--- config.mk ---
export PLATFORM = sky130hd
export DESIGN_NAME = mpadd_serial
export DESIGN_NICKNAME = d
export VERILOG_FILES = /design/src/rtl/mpadd_pkg.sv /design/src/rtl/mpadd_limb.sv /design/src/rtl/mpadd_serial.sv
export SDC_FILE = /design/constraint.sdc
export NUM_CORES = 2
export LEC_CHECK = 0
export ABC_AREA = 1
export CORE_AREA = 2 2 595 597
export DETAILED_ROUTE_END_ITERATION = 8
export DIE_AREA = 0 0 597 599
export SLEW_MARGIN = 20
export SYNTH_ARGS = -nofsm -noshare
export SYNTH_HDL_FRONTEND = slang
export SYNTH_SLANG_ARGS = --single-unit
--- constraint.sdc ---
create_clock -name clk -period 7.6 [get_ports clk]
set_clock_uncertainty 0.15 [all_clocks]
set_input_delay 1.14 -clock clk [delete_from_list [all_inputs] [get_ports clk]]
set_output_delay 1.14 -clock clk [all_outputs]
set_load 0.02 [all_outputs]
--- src/rtl/mpadd_pkg.sv ---
// mpadd_pkg: shared constants, sizing helpers and FSM state type for the serial multiprecision adder.
package mpadd_pkg;

    localparam int DEF_WIDTH = 514;
    localparam int DEF_LIMB  = 64;

    typedef enum logic {IDLE, BUSY} state_t;

    function automatic int ceil_div(input int n, input int d);
        return (n + d - 1) / d;
    endfunction

    function automatic int cnt_w(input int n);
        return (n <= 1) ? 1 : $clog2(n);
    endfunction

endpackage

--- src/rtl/mpadd_limb.sv ---
// mpadd_limb: combinational LIMB-bit add/subtract slice; b is inverted when sub is set.
module mpadd_limb #(
    parameter int LIMB = 64
) (
    input  logic [LIMB-1:0] a,
    input  logic [LIMB-1:0] b,
    input  logic            sub,
    input  logic            cin,
    output logic [LIMB-1:0] sum,
    output logic            cout,
    output logic            zero
);

    assign {cout, sum} = {1'b0, a} + {1'b0, b ^ {LIMB{sub}}} + {{LIMB{1'b0}}, cin};
    assign zero        = ~|sum;

endmodule

--- src/rtl/mpadd_serial.sv ---
// mpadd_serial: limb-serial (WIDTH+1)-bit add/subtract with start/done handshake.
// Optional MPADD_ZERO_FLAG_EN adds result_zero, accumulated one limb at a time.
module mpadd_serial
    import mpadd_pkg::*;
#(
    parameter int WIDTH = DEF_WIDTH,
    parameter int LIMB  = DEF_LIMB
) (
    input  logic           clk,
    input  logic           resetn,
    input  logic           start,
    input  logic           subtract,
    input  logic [WIDTH-1:0] in_a,
    input  logic [WIDTH-1:0] in_b,
    output logic [WIDTH:0] result,
    output logic           done,
    output logic           busy
`ifdef MPADD_ZERO_FLAG_EN
    ,
    output logic           result_zero
`endif
);

    localparam int NLIMBS = ceil_div(WIDTH + 1, LIMB);
    localparam int P      = NLIMBS * LIMB;
    localparam int CW     = cnt_w(NLIMBS);

    state_t          r_state;
    logic [P-1:0]    r_a, r_b, r_acc;
    logic            r_sub, r_carry, r_done;
    logic [CW-1:0]   r_cnt;
    logic [WIDTH:0]  r_result;
    logic [LIMB-1:0] w_sum;
    logic            w_cout, w_limb_zero, w_last;
    logic [P-1:0]    w_next;

    mpadd_limb #(.LIMB(LIMB)) u_limb (
        .a    (r_a[LIMB-1:0]),
        .b    (r_b[LIMB-1:0]),
        .sub  (r_sub),
        .cin  (r_carry),
        .sum  (w_sum),
        .cout (w_cout),
        .zero (w_limb_zero)
    );

    // New limb enters at the top; after NLIMBS shifts limb 0 sits at bit 0.
    assign w_next = P'({w_sum, r_acc} >> LIMB);
    assign w_last = (r_cnt == CW'(NLIMBS - 1));

    always_ff @(posedge clk) begin
        if (!resetn) begin
            r_state  <= IDLE;
            r_a      <= '0;
            r_b      <= '0;
            r_acc    <= '0;
            r_sub    <= 1'b0;
            r_carry  <= 1'b0;
            r_cnt    <= '0;
            r_result <= '0;
            r_done   <= 1'b0;
        end else begin
            r_done <= 1'b0;
            if (r_state == IDLE) begin
                if (start) begin
                    r_a     <= P'(in_a);
                    r_b     <= P'(in_b);
                    r_sub   <= subtract;
                    r_carry <= subtract;
                    r_cnt   <= '0;
                    r_state <= BUSY;
                end
            end else begin
                r_a     <= r_a >> LIMB;
                r_b     <= r_b >> LIMB;
                r_acc   <= w_next;
                r_carry <= w_cout;
                r_cnt   <= r_cnt + 1'b1;
                if (w_last) begin
                    r_result <= w_next[WIDTH:0];
                    r_done   <= 1'b1;
                    r_state  <= IDLE;
                end
            end
        end
    end

    assign result = r_result;
    assign done   = r_done;
    assign busy   = (r_state == BUSY);

`ifdef MPADD_ZERO_FLAG_EN
    // Padding bits of the top limb must not influence the flag.
    localparam logic [LIMB-1:0] LAST_MASK = {LIMB{1'b1}} >> (P - WIDTH - 1);

    logic r_zacc, r_result_zero, w_z;

    assign w_z = w_last ? ~|(w_sum & LAST_MASK) : w_limb_zero;

    always_ff @(posedge clk) begin
        if (!resetn) begin
            r_zacc        <= 1'b0;
            r_result_zero <= 1'b0;
        end else if (r_state == IDLE) begin
            if (start)
                r_zacc <= 1'b1;
        end else begin
            r_zacc <= r_zacc & w_z;
            if (w_last)
                r_result_zero <= r_zacc & w_z;
        end
    end

    assign result_zero = r_result_zero;
`else
    logic w_unused_zero;
    assign w_unused_zero = w_limb_zero;
`endif

endmodule

==> impl_metrics.csv <==
group,metric,value,unit
synth,synthCells,12040,
pwr,switching_share,0.266,
routing,wl_met1,160000,um
finish,multiInputGateArea,0.0333,mm^2
synth,synth_cell_type_count,32,
sta,final_hold_viol_count,0,
finish,regArea,0.0413,mm^2
synth,synth_area_leaders,"dfxtp_1 (49%), nand2_1 (20%), nand3_1 (8.5%)",
cts,post-cts-setup-buffers,0,
global_routing,antenna_found_initial,186,
synth,syn_nets,13139,
pwr,power_density,231,mW/mm^2
cts,ctsHoldBuffers,0,
cts,cts.path.max_buffers,4,
cts,cts.sinks,2063,
routing,via_count,81037,
routing,wire_per_inst,22.5,um
routing,drt-initial-drc-count,7203,
finish,n_fill_cell,38065,
run_status,status,"complete, no violations",
global_routing,grt_util_all_layers,0.216,
synth,yosys.area.top_type,"dfxtp_1",
pwr,p_switching,6.86,mW
synth,synth_edf_count,0,
synth,syn_avg_cell_area,6.99,um^2
worst_setup_path,required,6.31,ns
finish,syn2layout_area_growth,32.4,%
place,dp_hpwl,311000,um
global_routing,grt_pass1_vias,73947,
worst_hold_path,holdCritPathClass,"reg2reg",
worst_setup_path,crit_fanout,116,
sta,finalSetupViolations,0,
routing,top_layer_used,"met5",
sta,slew_viol_final,0,
floorplanning,start_util,0.240,
synth,syn-cell-area,0.0842,mm^2
sta,holdWs,0.313,ns
cts,cts_tree,"yes",
sta,setup_tns,0,ns
routing,drc,0,
routing,avgViaCountPerCell,4.49,
global_routing,grt_max_degree,229,
pwr,clkPwrFrac,0.454,
finish,num-nets-final,14253,
synth,synth_ff_type,"dfxtp_1",
synth,synth_warnings,0,
routing,dr_wl_met3,27300,um
cts,cts_max_level,4,
floorplanning,die_width,597,um
synth,synth_top_area_frac,0.491,
global_routing,grt-ovfl-total,0,
finish,layout-drive-gt1-share,0.0341,
pwr,internal_power,18.9,mW
worst_setup_path,crit_type,"reg2out",
pwr,p_seq_frac,0.448,
routing,ant_nets,0,
routing,drt_first_pass_iters,6,
cts,cts.clk_slew.worst_paths,0.07,ns
pwr,ir_worst_vdd,221,uV
sta,period_needed,4.13,ns
run,maxCapViolations,0,
place,numPortBuffers,1548,
floorplanning,num_io_pins,1549,
pwr,total_power,25.8,mW
floorplanning,die_area,0.358,mm^2
cts,cts_made_buffers,231,
floorplanning,core,0.351,mm^2
place,gp_congestion,0.933,
pwr,power_frac_comb,0.098,
sta,slew_headroom,0.104,
place,placed_cells,17541,
finish,finalNonFillerCells,18052,
worst_setup_path,end_kind,"output port",
synth,synth-seq-area-share,0.491,
sta,rsz0062_at_grt,"no",
sta,final.period_utilization,0.544,
routing,route.final.wire_length,406000,um
synth,ys_ff_latch,2063,
global_routing,grt_pass1_wl,554000,um
place,place_area,0.103,mm^2
worst_setup_path,crit_arrival,2.84,ns
cts,insertion_delay,0.94,ns
floorplanning,die_y,599,um
routing,met2_length,193000,um
cts,cts-root-buf,"clkbuf_16",
floorplanning,rows,218,
synth,async_flop_share,0,
sta,fmax,242,MHz
finish,final_area,0.111,mm^2
pwr,leakage,50.2,nW
cts,post_cts_resized,0,
sta,worst_slew_pin_slew,1.34,ns
worst_setup_path,startpoint_type,"flip-flop",
-- layout by cell type, fill, tap and decap left out, types with 3 or more instances in the layout --
| cell | n |
|---|---|
| bufinv_16 | 16 |
| inv_8 | 4 |
| clkinv_16 | 6 |
| o22ai_1 | 457 |
| clkbuf_1 | 49 |
| nand4_1 | 12 |
| a21boi_0 | 3 |
| buf_12 | 28 |
| ha_1 | 65 |
| clkinv_2 | 42 |
| nand3_1 | 1430 |
| dfxtp_1 | 2061 |
| nand2_1 | 4470 |
| clkinv_4 | 5 |
| clkdlybuf4s50_1 | 1547 |
| inv_6 | 6 |
| o21ai_1 | 131 |
| nor3_1 | 15 |
| inv_16 | 4 |
| a21oi_1 | 197 |
| clkbuf_8 | 56 |
| buf_4 | 35 |
| nor2_1 | 125 |
| and2_1 | 3 |
| o21ai_0 | 451 |
| a22oi_1 | 55 |
| clkinvlp_4 | 8 |
| xor2_1 | 63 |
| diode_2 | 85 |
| inv_1 | 1745 |
| clkbuf_16 | 232 |
-- metrics by stage --
step           setup slack, ns   util
5_1_grt                   3.32  0.317
4_1_cts                   3.33  0.317
3_3_place_gp              3.14  0.294
6_report                  3.47  0.317
2_1_floorplan             4.67      -
3_5_place_dp              3.12  0.294
-- power groups by stage --
stage          Clock, mW  Sequential, mW  Combinational (mW)
2_1_floorplan          0            11.6                1.40
3_3_place_gp           0            11.8                2.50
3_5_place_dp           0            11.8                2.52
4_1_cts             12.0            11.5                2.53
5_1_grt             12.4            11.6                2.79
6_report            11.7            11.5                2.52
-- cells in the mapped netlist (all sizes together) (2+ instances only) --
cell type	number
and2	3
a21boi	3
dfxtp	2063
clkbuf	481
nand2	4471
o21bai	2
a22oi	55
fa	2
nor2	129
nand3	1430
ha	65
o22ai	457
o211ai	2
xor2	63
nor3	15
buf	250
inv	1750
xnor2	2
o21ai	582
a21oi	197
a211oi	2
nand4	13
-- layer usage --
layer | vias to the layer above | track usage
li1 | 39898 | -
met1 | 37629 | 0.253
met2 | 2703 | 0.364
met3 | 725 | 0.0449
met4 | 82 | 0.128
met5 | - | 0
-- worst max-delay path: stages (launching register included) --
cell	delay [ns]
dfxtp_4	0.62
buf_12	0.38
clkdlybuf4s50_1	0.73
-- cell type report --
| cell class | count | share of cell area |
|---|---|---|
| Clock buffer | 337 | 0.0607 |
| Antenna cell | 85 | 0.00191 |
| Inverter | 1750 | 0.0591 |
| Clock inverter | 89 | 0.0102 |
| Timing Repair Buffer | 1612 | 0.147 |
| Sequential cell | 2063 | 0.371 |
| Tap cell | 4620 | 0.0519 |
| Multi-Input combinational cell | 7496 | 0.299 |
-- worst paths after layout --
check | from | to | cells past startpoint | slack, ns
max | busy | busy | 2 | 3.47
max reg2reg | r_sub | r_acc[540] | 13 | 3.72
min | r_a[451] | r_a[451] | 2 | 0.31
min reg2reg | r_a[451] | r_a[451] | 2 | 0.31
-- sequential cells by signal (all words and copies together), names as in the netlist, 4 cells and up --
register and cells:
r_b 514, r_acc 512, result 515, r_a 514, r_cnt 4
-- kinds of logic after synthesis --
logic type | share of synthesized area
buffers and inverters | 0.114
AOI/OAI and AO/OA | 0.0862
adders and majority gates | 0.0101
DFF | 0.491
xor gates and xnor gates | 0.00676
and+or+nand+nor | 0.293
Note: power is estimated with default switching activity, not from simulation.
